<file path="config.mk">
export PLATFORM = sky130hd
export DESIGN_NAME = wave_frame_scheduler
export DESIGN_NICKNAME = d
export VERILOG_FILES = /design/src/rtl/wave_pkg.sv /design/src/rtl/sat_counter.sv /design/src/rtl/wave_frame_scheduler.sv
export SDC_FILE = /design/constraint.sdc
export NUM_CORES = 1
export LEC_CHECK = 0
export CORE_ASPECT_RATIO = 0.9
export CORE_MARGIN = 10
export CORE_UTILIZATION = 43
export DETAILED_ROUTE_END_ITERATION = 8
export PLACE_DENSITY_LB_ADDON = 0.3
export SYNTH_ARGS = -nofsm -noshare
export SYNTH_HDL_FRONTEND = slang
export SYNTH_SLANG_ARGS = --single-unit
</file>
<file path="constraint.sdc">
create_clock -name Clock -period 1.8 [get_ports Clock]
set_input_delay 0.36 -clock Clock [delete_from_list [all_inputs] [get_ports Clock]]
set_output_delay 0.36 -clock Clock [all_outputs]
set_load 0.02 [all_outputs]
</file>
<file path="src/rtl/wave_pkg.sv">
// Shared definitions for the wave cache frame scheduler: write FSM encoding,
// channel codes and write-address field positions.
package wave_pkg;

  typedef enum logic [1:0] {
    StIdle,
    StWrL,
    StWrR
  } wr_state_e;

  localparam logic CH_L = 1'b0;
  localparam logic CH_R = 1'b1;

  // WrAddr layout is {bank, channel, index[bw_frame-1:0]}.
  function automatic int unsigned chan_pos(input int unsigned bw_frame);
    return bw_frame;
  endfunction

  function automatic int unsigned bank_pos(input int unsigned bw_frame);
    return bw_frame + 1;
  endfunction

endpackage

</file>
<file path="src/rtl/sat_counter.sv">
// Saturating up-counter with synchronous active-high reset.
module sat_counter #(
  parameter int unsigned width = 8
) (
  input  logic             clk,
  input  logic             rst,
  input  logic             inc,
  output logic [width-1:0] count
);

  localparam logic [width-1:0] One = 1;

  logic [width-1:0] count_q;

  always_ff @(posedge clk) begin
    if (rst) begin
      count_q <= '0;
    end else if (inc && (count_q != '1)) begin
      count_q <= count_q + One;
    end
  end

  assign count = count_q;

endmodule

</file>
<file path="src/rtl/wave_frame_scheduler.sv">
// Writes stereo samples into a ping-pong wave cache and hands completed
// frames to the spectrum consumer, dropping frames it cannot accept.
module wave_frame_scheduler
  import wave_pkg::*;
#(
  parameter int unsigned bw_frame = 10,
  parameter int unsigned bw_data  = 16,
  parameter int unsigned bw_drop  = 8
) (
  input  logic                Clock,
  input  logic                Reset,
  input  logic                Enable,
  input  logic                SampleValid,
  input  logic [bw_data-1:0]  SampleL,
  input  logic [bw_data-1:0]  SampleR,
  output logic                WrEn,
  output logic [bw_frame+1:0] WrAddr,
  output logic [bw_data-1:0]  WrData,
  output logic                FrameReady,
  output logic                FrameBank,
  input  logic                FrameAck,
  output logic                Busy,
  output logic [bw_drop-1:0]  DropCount
);

  localparam int unsigned BankPos = bank_pos(bw_frame);
  localparam int unsigned ChanPos = chan_pos(bw_frame);
  localparam logic [bw_frame-1:0] IndexLast = '1;
  localparam logic [bw_frame-1:0] IndexOne  = 1;

  wr_state_e           state_q, state_d;
  logic [bw_frame-1:0] index_q, index_d;
  logic                wr_bank_q, wr_bank_d;
  logic [bw_data-1:0]  lat_r_q, lat_r_d;
  logic                frame_ready_q, frame_ready_d;
  logic                frame_bank_q, frame_bank_d;
  logic                wr_en_q, wr_en_d;
  logic [bw_frame+1:0] wr_addr_q, wr_addr_d;
  logic [bw_data-1:0]  wr_data_q, wr_data_d;
  logic                drop_inc;

  function automatic logic [bw_frame+1:0] make_addr(input logic bank, input logic ch,
                                                     input logic [bw_frame-1:0] idx);
    logic [bw_frame+1:0] a;
    a = '0;
    a[BankPos] = bank;
    a[ChanPos] = ch;
    a[bw_frame-1:0] = idx;
    return a;
  endfunction

  always_comb begin
    state_d       = state_q;
    index_d       = index_q;
    wr_bank_d     = wr_bank_q;
    lat_r_d       = lat_r_q;
    frame_ready_d = frame_ready_q;
    frame_bank_d  = frame_bank_q;
    wr_en_d       = 1'b0;
    wr_addr_d     = wr_addr_q;
    wr_data_d     = wr_data_q;
    drop_inc      = 1'b0;

    if (FrameAck && frame_ready_q) begin
      frame_ready_d = 1'b0;
    end

    unique case (state_q)
      StIdle: begin
        if (Enable && SampleValid) begin
          state_d   = StWrL;
          lat_r_d   = SampleR;
          wr_en_d   = 1'b1;
          wr_addr_d = make_addr(wr_bank_q, CH_L, index_q);
          wr_data_d = SampleL;
        end else if (!Enable) begin
          // Disabling capture discards any partial frame.
          index_d = '0;
        end
      end
      StWrL: begin
        state_d   = StWrR;
        wr_en_d   = 1'b1;
        wr_addr_d = make_addr(wr_bank_q, CH_R, index_q);
        wr_data_d = lat_r_q;
      end
      StWrR: begin
        state_d = StIdle;
        index_d = index_q + IndexOne;
        if (index_q == IndexLast) begin
          // Ack is honoured before completion, so a same-cycle ack frees the slot.
          if (!frame_ready_q || FrameAck) begin
            frame_ready_d = 1'b1;
            frame_bank_d  = wr_bank_q;
            wr_bank_d     = ~wr_bank_q;
          end else begin
            drop_inc = 1'b1;
          end
        end
      end
      default: state_d = StIdle;
    endcase
  end

  always_ff @(posedge Clock) begin
    if (Reset) begin
      state_q       <= StIdle;
      index_q       <= '0;
      wr_bank_q     <= 1'b0;
      lat_r_q       <= '0;
      frame_ready_q <= 1'b0;
      frame_bank_q  <= 1'b0;
      wr_en_q       <= 1'b0;
      wr_addr_q     <= '0;
      wr_data_q     <= '0;
    end else begin
      state_q       <= state_d;
      index_q       <= index_d;
      wr_bank_q     <= wr_bank_d;
      lat_r_q       <= lat_r_d;
      frame_ready_q <= frame_ready_d;
      frame_bank_q  <= frame_bank_d;
      wr_en_q       <= wr_en_d;
      wr_addr_q     <= wr_addr_d;
      wr_data_q     <= wr_data_d;
    end
  end

  sat_counter #(
    .width(bw_drop)
  ) u_drop_counter (
    .clk  (Clock),
    .rst  (Reset),
    .inc  (drop_inc),
    .count(DropCount)
  );

  assign WrEn       = wr_en_q;
  assign WrAddr     = wr_addr_q;
  assign WrData     = wr_data_q;
  assign FrameReady = frame_ready_q;
  assign FrameBank  = frame_bank_q;
  assign Busy       = (state_q != StIdle);

endmodule

</file>
Yosys cells after proc, flatten, opt, wreduce, memory -nomap -nowiden
Index checks and enable logic that the tools add are counted.
{"block": "totals", "ff_bits": 68, "latchBits": 0, "ram_bits": 0, "romBits": 0, "input_bits": 37, "elab_cells": 51, "n_memories": 0}
{"block": "classes", "add_sub_neg": 2, "multipliers": 0, "n_div": 0, "n_lt_le_gt_ge": 0, "n_eq_ne": 7, "shifts": 0, "mux": 18, "n_bitwise": 1, "n_reduce_logical": 13}
{"operator": "one-hot mux 16 bit (2 select lines)", "count": 1}
{"operator": "one-hot mux 12 bit (2 select lines)", "count": 1}
{"operator": "two-way mux 10 bit", "count": 2}
{"operator": "one-hot mux 10 bit (2 select lines)", "count": 1}
{"operator": "two-way mux 16 bit", "count": 1}
{"operator": "two-way mux 12 bit", "count": 1}
{"operator": "adder 10 x 1 -> 10 bit, second input constant", "count": 1}
{"operator": "equality test 10 bit, second input constant", "count": 1}
{"operator": "adder 8 x 1 -> 8 bit, second input constant", "count": 1}
{"operator": "two-way mux 1 bit", "count": 8}
{"operator": "!= test 8 bit, second input constant", "count": 1}
{"operator": "!= test 2 bit, second input constant", "count": 3}
{"operator": "AND reduction 3 bit", "count": 2}
{"operator": "nonzero test 2 bit", "count": 3}
{"operator": "one-hot mux 2 bit (2 select lines)", "count": 1}
{"operator": "AND reduction 2 bit", "count": 2}
{"operator": "logical AND 1 bit", "count": 3}
{"operator": "equality test 2 x 1 -> 1 bit, second input constant", "count": 1}
{"operator": "equality test 2 bit, second input constant", "count": 1}
{"operator": "zero test 2 bit", "count": 1}
{"operator": "two-way mux 2 bit", "count": 1}
{"operator": "one-hot mux 1 bit (2 select lines)", "count": 1}
{"operator": "zero test 1 bit", "count": 1}
{"operator": "logical OR 1 bit", "count": 1}
{"operator": "inverter 1 bit", "count": 1}

Longest topological paths before layout
{"block": "logic_depth", "word_depth": 6, "ltp_mapped": 7, "depth_no_buf": 5}

Cells and area by module
Synthesis repeated with hierarchy kept, for this count alone.
{"block": "unflattened", "cells_unflattened": 328, "hier_area_um2": 2864.0}
{"mod": "wave_frame_scheduler", "n_inst": 1, "cells_each": 282, "area_per_inst_um2": 2433.6, "seq_area_each_um2": 1201.2}
{"mod": "sat_counter", "n_inst": 1, "cells_each": 46, "area_per_inst_um2": 430.4, "seq_area_each_um2": 160.2}

Worst setup path after synthesis
Ideal clock, no wire load.
{"block": "synth_timing", "kind": "register to register", "from": "register index_q[0]", "to": "register u_drop_counter.count_q[2], in the netlist u_drop_counter.count[2]", "t_arrival_ns": 1.817, "required_time_ns": 1.679, "slack_ns": -0.138, "stages_incl_launch_ff": 8, "path_buffers": 2, "period_less_slack_ns": 1.938, "path_cell_list": "dfxtp_1 -> ha_1 -> nand4_1 -> or3_1 -> buf_2 -> buf_6 -> nor3_1 -> mux2_2"}
{"block": "synth_between", "elab_chain_cells": 4}
{"element": "from (decl)", "line_no": "wave_frame_scheduler.sv:32", "text": "logic [bw_frame-1:0] index_q, index_d;"}
{"element": "from (signal assigned)", "line_no": "wave_frame_scheduler.sv:118", "text": "index_q <= index_d;"}
{"element": "equality test 10 bit", "line_no": "wave_frame_scheduler.sv:90", "text": "if (index_q == IndexLast) begin"}
{"element": "two-way mux 1 bit", "line_no": "wave_frame_scheduler.sv:90"}
{"element": "two-way mux 1 bit", "line_no": "wave_frame_scheduler.sv:68", "text": "unique case (state_q)"}
{"element": "logical AND 1 bit", "line_no": "sat_counter.sv:18", "text": "end else if (inc && (count_q != '1)) begin"}
{"element": "to (signal assigned)", "line_no": "sat_counter.sv:19", "text": "count_q <= count_q + One;"}
{"element": "to (decl)", "line_no": "sat_counter.sv:13", "text": "logic [width-1:0] count_q;"}
No other way between the ends.
A chain may end at the register's enable or synchronous reset.

Final worst setup path
{"block": "layout_timing", "from": "register index_q[1]", "to": "register u_drop_counter.count_q[1], in the netlist u_drop_counter.count[1]"}
The elaborated chain is that of the path after synthesis.

==> metrics.md <==
| Metric | Value |
|---|---|
| Status | `finished with violations` |
| Violated checks | `setup timing` |
| Fin. max-slew vios | `0` |
| Critical Path Sink Type | `flop` |
| Routed len/inst | `14.8 um` |
| Starting density of the core | `a little over two fifths` |
| Ant diodes | `0` |
| PortBufs | `76` |
| CP max stage delay | `480 ps` |
| Synth warnings | `0` |
| Worst hold margin | `427 ps` |
| Site Rows | `28` |
| Area Overhead vs Synth | `46.2%` |
| Worst r2r src | `index_q[1]` |
| Initial DRC count | `slightly below 100` |
| Number of enable flip-flop cells after synthesis | `0` |
| Insertion delay to the later sink of the worst-skew pair | `340 ps` |
| Routed Antenna Nets | `0` |
| Synthesized cell area | `2850 um2` |
| CP max-delay cell | `or3_4` |
| Die Width | `106 um` |
| Yosys top cell by area | `dfxtp_1` |
| CP most frequent cell | `or3_4` |
| Setup Viol. Count Final | `3` |
| Leak pwr | `1.72 nW` |
| Crit-path cells | `ha_4, nand4_1, or3_4, buf_6, or3_4, a21oi_2` |
| Number of global-route vias before repair | `roughly 2600` |
| Root Driver | `clkbuf_8` |
| Max-cap violations | `0` |
| CP max FO | `5` |
| Antenna violations before repair | `0` |
| Global-route wire length before repair | `approximately 13000 um` |
| Vias post-DR | `2702` |
| Layout cells sized above 1 | `17.3%` |
| Critical path type | `reg -> reg` |
| GRT Util Overall | `15.0%` |
| Synthesized area per cell | `approximately 8.5 um2` |
| Worst min path class | `in -> reg` |
| CTS Buf Count | `9` |
| Crit path from | `index_q[1]` |
| Pwr dens | `745 nW/um2` |
| Top area cells in the synthesized netlist | `dfxtp_1 (48%), nand2_1 (8.3%), a21oi_1 (6.1%)` |
| Final WS setup | `-22.6 ps` |
| Slew Limit Headroom | `between 70% and 80%` |
| WP data required | `around 2100 ps` |
| Post-route clock period utilization | `101%` |
| Place WS | `-99.7 ps` |
| # H-tree levels | `3` |
| TritonRoute pass-1 iters | `4` |
| Overflow after GRT | `0` |
| Hold_buf cts | `0` |
| CTS sink count | `just under 70` |
| Overall Power | `3.11 mW` |
| HPWL Detailed | `5510 um` |
| Skew final | `11.0 ps` |
| Post-route cell area | `4170 um2` |
| CORE AREA | `6520 um2` |
| Crit path max-delay family | `simple AND/OR/NAND/NOR gates` |
| Final GP Congestion | `0.812` |
| Die area | `10300 um2` |
| Reg clk slew, reported paths | `70 ps` |
| DRC | `0` |
| Crit path DAT | `between 2000 and 2500 ps` |
| Cell variety after synth | `36` |
| Fin nets | `around 470` |
| CP bufs+invs | `1` |
| Yosys reg bits | `68` |
| Synth top cells by count | `dfxtp_1 (68), nand2_1 (63), a21oi_1 (35), nor2_1 (35), a211oi_1 (18)` |
| # IOs | `77` |
| Hold Vio Cnt, Final | `0` |
| Wirelength, routed | `between 7000 and 8000 um` |
| Mapped Nets | `~380` |
| Via/cell ratio | `5.11` |
| CTS Buffer Depth | `2` |
| Mapped Cells | `between 300 and 400` |
| CTS tree | `built` |
| RSZ-0062 raised after global routing | `true` |
| Worst-Margin Slew | `401 ps` |
| Tmin final | `between 1500 and 2000 ps` |
| Max IR drop VDD | `about 0.63 mV` |
| Top cell type's share of synthesized area | `47.8%` |
| Fmax achieved | `549 MHz` |
| Top FF cell, synth | `dfxtp_1` |
| Die height | `97.2 um` |
| Count leader, synth | `dfxtp_1` |
| Sequential-to-total area share from yosys stat | `47.8%` |
| Async SR Flop Fraction | `0%` |
| Hold path start | `Reset` |
| Placed inst area | `3900 um2` |
| Crit start category | `flop` |
| Largest net degree at the start of global routing | `30` |
==> kinds of logic (layout without fill, tap and decap cells) <==
logic type      Yosys count  after routing  synth area share [%]
compound gates           73             73                  15.5
fa+ha+maj                 2              2                 0.878
mux                      23             23                  8.34
flops                    68             68                  47.8
simple gates            140            141                  22.5
buf+inv                  29            130                  4.39
xor+xnor                  2              2                 0.615
==> registers in the layout, summed over array words and instances (netlist names) <==
name,cells
FrameBank,1
FrameReady,1
WrAddr,12
WrData,16
WrEn,1
index_q,10
lat_r_q,16
state_q,2
u_drop_counter.count,8
wr_bank_q,1
==> layout make-up <==
class	instances	area [um2]
fillers	574	2350
multi-input cells	241	1440
flip-flops and latches	68	1370
repair buffers	110	1050
clock buffers	13	169
well taps	90	113
inverters	5	18.8
clock inverters	2	10.0
==> worst register-to-register path: cells and delay by family, from the launching register on <==
kind | cells | cell delay [ps]
DFF | 1 | 360
buffers and inverters | 1 | 140
and+or+nand+nor | 3 | 990
AOI/OAI and AO/OA | 1 | 130
adders and majority gates | 1 | 140
==> layout by cell type, fill, tap and decap left out, types with 8 or more instances in the layout <==
cell	count
nand3_1	8
mux2i_1	17
buf_4	30
a211oi_1	18
a21oi_1	31
clkbuf_8	12
dfxtp_1	66
nor2_1	35
nand2_1	63
clkdlybuf4s50_1	67
==> routing by layer <==
metal	global-route usage, %	vias to the layer above	share of wire [%]
li1	-	1361	-
met1	17.5	1266	43
met2	24.6	69	51
met3	4.97	6	5.9
met4	6.24	0	0.78
met5	0	-	0
==> per-stage QoR <==
stage                     setup TNS, ps  util (%)  instances
after global placement             -283      59.8        510
after global routing               -261      64.0        529
after floorplan                   -27.8         -        337
after detailed placement           -927      59.8        510
after CTS                             0      62.7        526
final                             -46.7      64.0        529
==> path summary, 6_finish.rpt <==
path	to	slack, ps	cells past startpoint
worst max-delay path	u_drop_counter.count[1]	-20	6
worst max register to register	u_drop_counter.count[1]	-20	6
worst min-delay path	u_drop_counter.count[0]	430	2
worst min register to register	WrAddr[4]	450	2
==> where the power goes <==
part / leakage [nW] / switching [mW] / total [mW] / internal (mW)
Sequential: 0.554 / 0.0248 / 1.58 / 1.55
Combinational: 1.07 / 0.186 / 0.382 / 0.196
Clock: 0.0953 / 0.545 / 1.15 / 0.602
Total: 1.72 / 0.756 / 3.11 / 2.35
==> what timing repair did <==
action,CTS,global route
gates resized for setup,6,19
setup endpoints to repair,10,14
cloned,0,1
buffers inserted,1,2
pin swaps,0,12
Power figures use the tool's default switching activity.
==> RTL edit 1: new RTL, same settings <==
Change the parameter `bw_frame` from 10 to 9.
--- a/src/rtl/wave_frame_scheduler.sv
+++ b/src/rtl/wave_frame_scheduler.sv
@@ -3,7 +3,7 @@
 module wave_frame_scheduler
   import wave_pkg::*;
 #(
-  parameter int unsigned bw_frame = 10,
+  parameter int unsigned bw_frame = 9,
   parameter int unsigned bw_data  = 16,
   parameter int unsigned bw_drop  = 8
 ) (
Interface: changed (resized WrAddr); port bits go from 77 to 76. No check against the original RTL was run, so the function may have changed too.
==> RTL edit 1 against the original RTL <==
- the flow still finishes with violations (negative setup slack)
- combinational power is essentially flat
- synthesized area down 4.3%
- sequential cell count is 2 lower
- synthesized cell count is 5.9% lower
- worst setup slack lost 0.28 ns
- cell area down 4.2%
- clock power decreased by 5%
- routed wire length shrank 9.8%
- clock skew shrank 0.0046 ns
- count of clock-buffer cells in the layout is 1 lower
- power down 3.3%
- critical endpoint is now u_drop_counter.count[3]
- largest power group unchanged
==> RTL edit 1: results (changes against the original RTL) <==
metric;value;unit;change
register area;0.00132;sq mm;-3.1%
TritonCTS Sinks;66;;-2.9%
met1 wire length;3220;microns;-3.7%
NonClk Buf Share;24.9;%;-0.22 points
fraction of layout cells with a size suffix above 1;15.7;%;-1.6 points
drt initial violations;81;;-18%
synth top area cells;dfxtp_1 48%, nand2_1 8.3%, mux2i_1 7.0%;;
CP peak stage delay;0.46;ns;-0.02 ns
GR Util met1;17.1;%;-0.46 points
leakage;1.67;nW;-2.8%
setup violators final;8;;+5
Netlist cell types;42;;+17%
Synthesized Nets;357;;-5.1%
comb_multi_in;229;;-5.0%
worst setup margin;-0.300;ns;-0.277 ns
met3 Use GR;5.53;%;+0.56 points
status;finished with violations;;
Syn Inst Count;317;;-5.9%
first-pass GRT wire length;11600;microns;-9.5%
placed instance count;484;;-5.1%
HP Start;WrAddr[1];;
post-synthesis sequential area ratio;48.4;%;+0.66 points
post-DP HPWL;5110;microns;-7.3%
slew margin rel.;66.8;%;-6.5 points
met2 Usage GRT;22.3;%;-2.3 points
non-filler cells, final;502;;-5.1%
pre-CTS WS;-0.290;ns;-0.190 ns
Final Net Count;451;;-4.9%
r2r worst-path depth;9;;+3
routed wl met3;436;microns;-6.2%
Placed Area;0.00374;sq mm;-4.0%
hold path endpoint;WrAddr[1];;
IO buf count;75;;-1.3%
largest net degree at the start of global routing;41;;+37%
Clock Buffer Count;12;;-1
Root Buffer;clkbuf_8;;
Crit Path Max Fanout;4;;-1
wire length per cell;14.1;microns;-5.0%
Worst Path Arrival;2.37;ns;+0.27 ns
GPL Wtd Cong;0.833;;+2.6%
Hold WC Path Type;flop to flop;;
DR vias;2506;;-7.3%
Worst path slowest cell;or4_1;;
PwrDens;752;mW/mm^2;+0.92%
Non-clock inverters;3;;-2
met2 WL;3280;microns;-17%
Final clock-cell share;4.26;%;-0.032 points
failing checks;negative setup slack;;
final setup skew;0.00641;ns;-0.00464 ns
Fill cells;520;;-9.4%
Global Route Usage Sum;14.3;%;-0.77 points
[RTL edit 1: changes by cell type after synthesis, sizes merged, moves of 3 or more]
| cell | change |
|---|---|
| nand2b | -4 |
| and3 | +4 |
| o31ai | -3 |
| nand3 | -4 |
| clkbuf | -10 |
| nor4 | -3 |
| nor2 | +6 |
| o21ai | -6 |
| buf | +5 |
[RTL edit 1: kinds of logic (layout without fill, tap and decap cells)]
| kind of cell | after synthesis | count (layout) | synth area share [%] |
|---|---|---|---|
| adders and majority gates | 3 | 3 | 1.38 |
| buffers and inverters | 22 | 120 | 4.08 |
| and+or+nand+nor | 138 | 138 | 22.7 |
| muxes | 23 | 23 | 8.62 |
| xor gates and xnor gates | 2 | 2 | 0.642 |
| AOI/OAI and AO/OA | 63 | 63 | 14.2 |
| DFF | 66 | 66 | 48.4 |
[RTL edit 1: report_power, final]
group          internal, mW  switching, mW
logic                 0.199          0.182
registers              1.51         0.0231
clock network         0.561          0.530
==> RTL edit 2: new RTL, same settings <==
Made on the original files. The 3 states of `wr_state_e` get a one-hot encoding in 3 bits.
--- a/src/rtl/wave_pkg.sv
+++ b/src/rtl/wave_pkg.sv
@@ -2,10 +2,10 @@
 // channel codes and write-address field positions.
 package wave_pkg;
 
-  typedef enum logic [1:0] {
-    StIdle,
-    StWrL,
-    StWrR
+  typedef enum logic [2:0] {
+    StIdle = 3'b001,
+    StWrL  = 3'b010,
+    StWrR  = 3'b100
   } wr_state_e;
 
   localparam logic CH_L = 1'b0;
Function: no difference found for any inputs over 10 cycles, from zero or initial values and one cycle with Reset high; not proved beyond that.
==> RTL edit 2 against the original RTL <==
- sequential share of layout area is 2.2 points higher
- clock skew shrank 0.0027 ns
- global-route usage rose by 0.23 points
- cell area fell by 5.1%
- worst setup slack better by 0.094 ns
- combinational power shrank 13%
- die area fell by 2.1%
- power up 5.2%
- routed wire length fell by 4.8%
- sequential cell count increased by 1
- synthesized area decreased by 2.6%
==> RTL edit 2: results (changes against the original RTL) <==
metric;value;unit;change
Synthesized Nets;377;;+0.27%
Worst path slowest cell;clkdlybuf4s50_1;;
post-DP HPWL;5200;microns;-5.6%
Routed WL;7470;microns;-4.8%
CP peak stage delay;0.63;ns;+0.15 ns
adder-cell share of the synthesized area;0.901;%;+0.023 points
status;completed;;
first-pass GRT wire length;12600;microns;-1.6%
synth top area cells;dfxtp_1 50%, nand2_1 11%, a21oi_1 5.9%;;
Final Util;64.0;%;about the same
pre-CTS WS;-0.171;ns;-0.0715 ns
post-synthesis sequential area ratio;49.8;%;+2.0 points
Synth Area in Compound Gates;18.9;%;+3.4 points
Global Route Usage Sum;15.3;%;+0.23 points
worst setup path end;DropCount[5];;
drt initial violations;114;;+15%
vias in the first global route;2647;;+1.5%
synth cell count leaders;84 x nand2_1, 69 x dfxtp_1, 33 x a21oi_1;;
Post-CTS Setup Bufs;0;;-1
placed instance count;496;;-2.7%
switching share of total power;23.1;%;-1.2 points
r2r worst-path depth;6;;unchanged
leakage;1.48;nW;-14%
fin crit share;96.0;%;-5.2 points
Avg Inst Size Synth;8.21;sq um;-2.9%
Fill cells;559;;-2.6%
Crit Path Max Fanout;4;;-1
DR vias;2659;;-1.6%
final setup skew;0.00836;ns;-0.00268 ns
Placed Area;0.00374;sq mm;-4.2%
largest net degree at the start of global routing;47;;+57%
family with the most delay on the worst path;buffers and inverters;;
worst r2r src;index_q[0];;
Tightest Pin Transition;0.287;ns;-0.114 ns
Netlist cell types;37;;+2.8%
Worst Path Arrival;1.37;ns;-0.73 ns
mux cell area share after synthesis;0.721;%;-7.6 points
R2R Path End;u_drop_counter.count[7];;
xor and xnor area share after synthesis;2.52;%;+1.9 points
Hold WC Path Type;flop to flop;;
worst vdd ir;0.000442;V;-30%
non-filler cells, final;512;;-3.2%
Critical Path Start;u_drop_counter.count[5];;
GPL Wtd Cong;0.853;;+5.0%
Final Net Count;459;;-3.2%
fraction of layout cells with a size suffix above 1;9.88;%;-7.4 points
R2R Setup Slk;0.10;ns;+0.12 ns
==> RTL edit 2: repair_timing <==
action | CTS | global route
pin swaps | 0 | 0
gates resized for setup | 3 | 8
setup endpoints to repair | 3 | 7
==> RTL edit 2: tightest hold or removal path: cells and delay by family, from the launching register on <==
family             cells  cell delay, ns
AOI/OAI and AO/OA      1            0.05
DFF                    1            0.31
and+or+nand+nor        1            0.05
==> RTL edit 2: logic make-up after synthesis <==
group,after synthesis
mux,2
fa+ha+maj,2
compound gates,90
xor+xnor,8
simple gates,138
flops,69
buf+inv,29
==> RTL edit 2: how the worst min path moves through the flow <==
stage	to	from	cells past startpoint	slack, ns
after floorplan	lat_r_q[0]	lat_r_q[0]	2	0.43
after global placement	lat_r_q[3]	lat_r_q[3]	2	0.44
after detailed placement	lat_r_q[14]	lat_r_q[14]	2	0.44
after CTS	lat_r_q[14]	lat_r_q[14]	2	0.45
after global routing	lat_r_q[14]	lat_r_q[14]	2	0.47
final	lat_r_q[8]	lat_r_q[8]	2	0.45
==> RTL edit 2: power groups by stage <==
stage               clock network (mW)  registers [mW]  logic [mW]
CTS                               1.37            1.59       0.337
global placement                     0            1.62       0.334
finish                            1.35            1.59       0.333
detailed placement                   0            1.62       0.336
global route                      1.44            1.59       0.366
floorplan                            0            1.65       0.124
==> RTL edit 2: layout make-up <==
cell class	instances	area share, %
clock inverters	4	1.84
flip-flops and latches	69	34.9
repair buffers	94	23.7
inverters	6	0.570
well taps	87	2.75
clock buffers	12	3.42
multi-input cells	240	32.8
==> RTL edit 2: per-layer routing <==
layer | share of wire, % | vias to the layer above | global-route usage, %
met1 | 44 | 1238 | 17.0
met2 | 47 | 77 | 25.4
li1 | - | 1340 | -
met5 | 0 | - | 0
met3 | 8.5 | 4 | 7.88
met4 | 0.56 | 0 | 4.22
